$ cat src/rtl/ddr2_rw_scheduler.sv
// ddr2_rw_scheduler: DDR2 write/read direction scheduler with DRAM fill tracking; optional DDR2_SCHED_MAX_DWELL_EN adds a MAX_DWELL bound
module ddr2_rw_scheduler #(
  parameter int BURST_LEN   = 2,
  parameter int IB_HI_WATER = 512,
  parameter int OB_LO_WATER = 256,
  parameter int MIN_DWELL   = 64,
  parameter int SWITCH_GAP  = 8,
  parameter int FILL_W      = 26,
  parameter int DRAM_CAP    = 2**26-2
`ifdef DDR2_SCHED_MAX_DWELL_EN
  , parameter int MAX_DWELL = 4096
`endif
) (
  input  logic              clk,
  input  logic              reset_n,
  input  logic              enable,
  input  logic              calib_done,
  input  logic [9:0]        ib_count,
  input  logic [9:0]        ob_count,
  input  logic              wr_burst_done,
  input  logic              rd_burst_done,
  output logic              writes_en,
  output logic              reads_en,
  output logic [FILL_W-1:0] dram_fill,
  output logic              overflow,
  output logic              underflow_err
);
  typedef enum logic [2:0] {S_CALIB, S_IDLE, S_WRITE, S_READ, S_GAP} state_t;
  localparam logic [9:0] IB_BURST = 10'(BURST_LEN);
  localparam logic [9:0] IB_HI = 10'(IB_HI_WATER);
  localparam logic [9:0] OB_LO = 10'(OB_LO_WATER);
  localparam logic [FILL_W-1:0] F_BURST = FILL_W'(BURST_LEN);
  localparam logic [FILL_W-1:0] F_CAP = FILL_W'(DRAM_CAP);
  localparam logic [15:0] DWELL_MIN = 16'(MIN_DWELL - 1);
  localparam logic [7:0] GAP_LAST = 8'(SWITCH_GAP - 1);
  state_t state_q, state_d, next_q, next_d;
  logic [15:0] dwell_q, dwell_d;
  logic [7:0] gap_q, gap_d;
  logic [FILL_W-1:0] dram_fill_q, dram_fill_d;
  logic writes_en_q, writes_en_d, reads_en_q, reads_en_d;
  logic overflow_q, overflow_d, underflow_err_q, underflow_err_d;
  logic want_wr, want_rd, urgent, dwell_met, dwell_max;
  always_comb begin
    want_wr = ib_count >= IB_BURST && !overflow_q;
    want_rd = ob_count < OB_LO && dram_fill_q >= F_BURST;
    urgent = ib_count >= IB_HI && !overflow_q;
    dwell_met = dwell_q >= DWELL_MIN;
`ifdef DDR2_SCHED_MAX_DWELL_EN
    dwell_max = dwell_q >= 16'(MAX_DWELL - 1);
`else
    dwell_max = 1'b0;
`endif
    dram_fill_d = (wr_burst_done && !rd_burst_done) ? (dram_fill_q >= F_CAP - F_BURST ? F_CAP : dram_fill_q + F_BURST) :
                  (rd_burst_done && !wr_burst_done) ? (dram_fill_q < F_BURST ? '0 : dram_fill_q - F_BURST) : dram_fill_q;
    overflow_d = overflow_q | (dram_fill_d == F_CAP);
    underflow_err_d = underflow_err_q | (rd_burst_done && dram_fill_q < F_BURST);
  end
  always_comb begin
    state_d = state_q;
    next_d = next_q;
    case (state_q)
      S_CALIB: state_d = calib_done ? S_IDLE : S_CALIB;
      S_IDLE: state_d = !enable ? S_IDLE : want_wr ? S_WRITE : want_rd ? S_READ : S_IDLE;
      S_WRITE:
        if (want_rd && ((dwell_met && ib_count < IB_HI) || dwell_max)) begin
          state_d = S_GAP;
          next_d = S_READ;
        end else if (!want_wr || !enable) begin
          state_d = S_GAP;
          next_d = S_IDLE;
        end
      S_READ:
        if (urgent || (dwell_met && want_wr)) begin
          state_d = S_GAP;
          next_d = S_WRITE;
        end else if (!want_rd || !enable) begin
          state_d = S_GAP;
          next_d = S_IDLE;
        end
      S_GAP:
        if (gap_q == GAP_LAST)
          state_d = (next_q == S_WRITE && enable && want_wr) ? S_WRITE :
                    (next_q == S_READ && enable && want_rd) ? S_READ : S_IDLE;
      default: state_d = S_CALIB;
    endcase
    if (!calib_done) state_d = S_CALIB;
    gap_d = (state_q == S_GAP && state_d == S_GAP) ? gap_q + 8'd1 : '0;
    dwell_d = (state_d == state_q && (state_q == S_WRITE || state_q == S_READ)) ?
              (dwell_q == 16'hFFFF ? dwell_q : dwell_q + 16'd1) : '0;
    writes_en_d = state_d == S_WRITE;
    reads_en_d = state_d == S_READ;
  end
  always_ff @(posedge clk or negedge reset_n) begin
    if (!reset_n) begin
      state_q <= S_CALIB;
      next_q <= S_IDLE;
      dwell_q <= '0;
      gap_q <= '0;
      dram_fill_q <= '0;
      writes_en_q <= 1'b0;
      reads_en_q <= 1'b0;
      overflow_q <= 1'b0;
      underflow_err_q <= 1'b0;
    end else begin
      state_q <= state_d;
      next_q <= next_d;
      dwell_q <= dwell_d;
      gap_q <= gap_d;
      dram_fill_q <= dram_fill_d;
      writes_en_q <= writes_en_d;
      reads_en_q <= reads_en_d;
      overflow_q <= overflow_d;
      underflow_err_q <= underflow_err_d;
    end
  end
  assign writes_en = writes_en_q;
  assign reads_en = reads_en_q;
  assign dram_fill = dram_fill_q;
  assign overflow = overflow_q;
  assign underflow_err = underflow_err_q;
endmodule

$ cat config.mk
export PLATFORM = sky130hd
export DESIGN_NAME = ddr2_rw_scheduler
export DESIGN_NICKNAME = d
export VERILOG_FILES = /design/src/rtl/ddr2_rw_scheduler.sv
export SDC_FILE = /design/constraint.sdc
export NUM_CORES = 1
export LEC_CHECK = 0
export BUFFER_PORTS_ARGS = -buffer_cell sky130_fd_sc_hd__buf_2
export CORE_MARGIN = 4
export CORE_UTILIZATION = 60
export CTS_BUF_LIST = sky130_fd_sc_hd__clkbuf_2
export CTS_CLUSTER_DIAMETER = 120
export DETAILED_ROUTE_END_ITERATION = 8
export PLACE_DENSITY = 0.95
export REMOVE_ABC_BUFFERS = 1
export SLEW_MARGIN = 20
export SYNTH_ARGS = -nofsm -noshare
export SYNTH_HDL_FRONTEND = slang
export SYNTH_SLANG_ARGS = --single-unit
$ cat constraint.sdc
create_clock -name clk -period 5.96 [get_ports clk]
set_clock_uncertainty 0.2 [all_clocks]
set_input_delay 0 -clock clk [delete_from_list [all_inputs] [get_ports clk]]
set_output_delay 0 -clock clk [all_outputs]
set_load 0.02 [all_outputs]
==> run metrics <==
total CTS buffers=9; DR DRC count=0; worst endpoint required time=6.22 ns; relative slew slack=0.452; CP most frequent cell=dlygate4sd3_1; post-DR vias/cell=7.15; IO buf count=46; Final HPWL DP=8010 um; count of final hold-check violations=0; Pwr Density=269 nW/um^2; Die Width=90.6 um; Final GP Congestion=1.00; Worst Path Buf+Inv=2; most frequent cells in the layout=dfrtp_1 (58), nor2_1 (55), buf_2 (46), nand2_1 (34), nand4_1 (23); root buf cell=clkbuf_2; Routed Antenna Nets=0; CTS sink cnt=59; Peak supply drop=0.222 mV; CP Capture Type=register; per-cell routed wire length=19.8 um; Syn Inst Count=460; I/O pin count=56; slowest stage cell, crit path=dfrtp_1; RSZ-0062 raised after global routing=no; Placed Area=4300 um^2; fmax=0.253 GHz; FF+latch count, synth=59; Seq/Total Area, Yosys=0.361; fin worst setup slack=2.01 ns; first-pass GRT wire length=19500 um; postcts setup bufs=0; first-pass detailed-route iteration total=6; initial antenna violation count=0; ys flop type=dfrtp_1; Crit Path Category=reg -> reg; syn_area_per_cell=8.90 um^2; Syn Std Cell Area=4100 um^2; GRT overflow=0; Final Util=0.704; via count=4202; RR Startpoint=dram_fill[11]; Starting Density=0.631; Site Rows=29; worst min path class=in -> reg; Nets=538; crit path launch=dram_fill[11]; final instance area=4580 um^2; area grow syn2layout=11.7%; critical path's largest stage delay=0.60 ns; most common cell after layout, fill and taps aside=dfrtp_1; number of synthesized flops with an enable pin=0; Top Family by Delay on Critical Path=simple AND/OR/NAND/NOR gates; ant diodes=0; Hold Startpoint=ib_count[4]; Clock H-tree levels=3; vias in the first global route=4105; Worst Max-Slew Pin Slew=0.822 ns; max cap viols=0; GRT Util Overall=0.290; DP Worst Slack=2.47 ns; core box area=6490 um^2; worst-skew pair later-pin latency=0.50 ns; Die Y=90.6 um; largest net degree at the start of global routing=60; status=complete, no violations; CP Launch Type=register; CTS tree=done; Final Cycle Share=0.663; clock slew at reported path FFs=0.18 ns; fraction of layout cells with a size suffix above 1=0.182; Routed WL=11600 um; Leakage=1.87 nW; CP Cell Sequence=nor4_2, nand3_1, nor3_1, o2111ai_1, dlygate4sd3_1, a32o_2, a21boi_2, nor2_1, a31oi_1, dlygate4sd3_1; CP Max Fanout=12; Total Neg Setup Slack=0 ns; die area=8210 um^2; Max clock buf depth=2; Synth Warn #=0; Final Max Slew Viols=0; share of synthesized flip-flops with an asynchronous set or reset=1.00; Tmin final=3.95 ns; count of different cell masters after synthesis=71; number of DRC markers in iteration 0=543; WP data arrival=4.21 ns; Setup-failing EPs final=0; total power=1.23 mW
-- kinds of logic after synthesis --
family / share of synthesized area
compound gates: 0.164
xor+xnor: 0.0449
fa+ha+maj: 0.0153
buf+inv: 0.0415
flops: 0.361
mux: 0.0104
simple gates: 0.363
-- where the power goes --
| group | leakage, nW | switching, mW | total [mW] | internal, mW |
|---|---|---|---|---|
| logic | 1.03 | 0.221 | 0.359 | 0.139 |
| registers | 0.757 | 0.135 | 0.580 | 0.445 |
| clock network | 0.0817 | 0.155 | 0.293 | 0.138 |
-- what timing repair did --
action | CTS | global route
hold endpoints to repair | 94 | 0
gates resized for setup | 0 | 0
endpoints found under the setup margin | 0 | 0
hold buffers | 15 | 0
-- worst min-delay path, cell delays in order --
cell	delay (ns)
buf_2	0.09
nor3_1	0.14
a31oi_1	0.17
nand2_1	0.13
o31ai_1	0.09
and3_1	0.19
-- sequential cells by signal, summed over array words and instances (netlist names) --
register	count
writes_en	1
dwell_q	16
next_q	2
gap_q	8
overflow	1
state_q	3
dram_fill	26
reads_en	1
underflow_err	1
-- cell usage after synthesis, types with 10 or more instances --
| library cell | instances | area, um^2 |
|---|---|---|
| a21oi_1 | 12 | 60.1 |
| a31oi_1 | 10 | 62.6 |
| and3_1 | 17 | 106 |
| buf_2 | 13 | 65.1 |
| dfrtp_1 | 58 | 1450 |
| nand2_1 | 34 | 128 |
| nand3_1 | 17 | 85.1 |
| nand4_1 | 23 | 144 |
| nor2_1 | 55 | 206 |
| nor3_1 | 17 | 85.1 |
| o21ai_0 | 12 | 60.1 |
| xor2_1 | 16 | 140 |
-- through the flow --
| stage | hold slack, ns | std cells |
|---|---|---|
| floorplan | -0.496 | 433 |
| global placement | -0.0165 | 558 |
| detailed placement | -0.00542 | 558 |
| CTS | 0.0564 | 588 |
| global route | 0.166 | 588 |
| finish | 0.125 | 588 |
-- per-layer routing --
metal | part of all wire | wire length (um) | GRT usage | vias up
li1 | - | - | - | 1835
met1 | 0.39 | 4580 | 0.384 | 1973
met2 | 0.45 | 5280 | 0.443 | 313
met3 | 0.10 | 1170 | 0.0517 | 81
met4 | 0.052 | 604 | 0.167 | 0
met5 | 0 | 0 | 0 | -
-- final timing paths --
check | cells after the start | to | slack [ns]
worst min register to register | 1 | gap_q[0] | 0.28
worst min-delay path | 6 | writes_en | 0.13
max in group asynchronous | 4 | dram_fill[15] | 4.55
min in group asynchronous | 4 | gap_q[6] | 0.51
worst max register to register | 10 | next_q[1] | 2.01
worst max-delay path | 10 | next_q[1] | 2.01
-- area by class of cell --
type                    count  area (um^2)
well taps                  77         96.3
fillers                   496         1920
clock buffers              10         50.0
flip-flops and latches     59         1480
clock inverters             5         78.8
repair buffers             63          395
inverters                   8         30.0
multi-input cells         366         2450
Note: power is estimated with default switching activity, not from simulation.
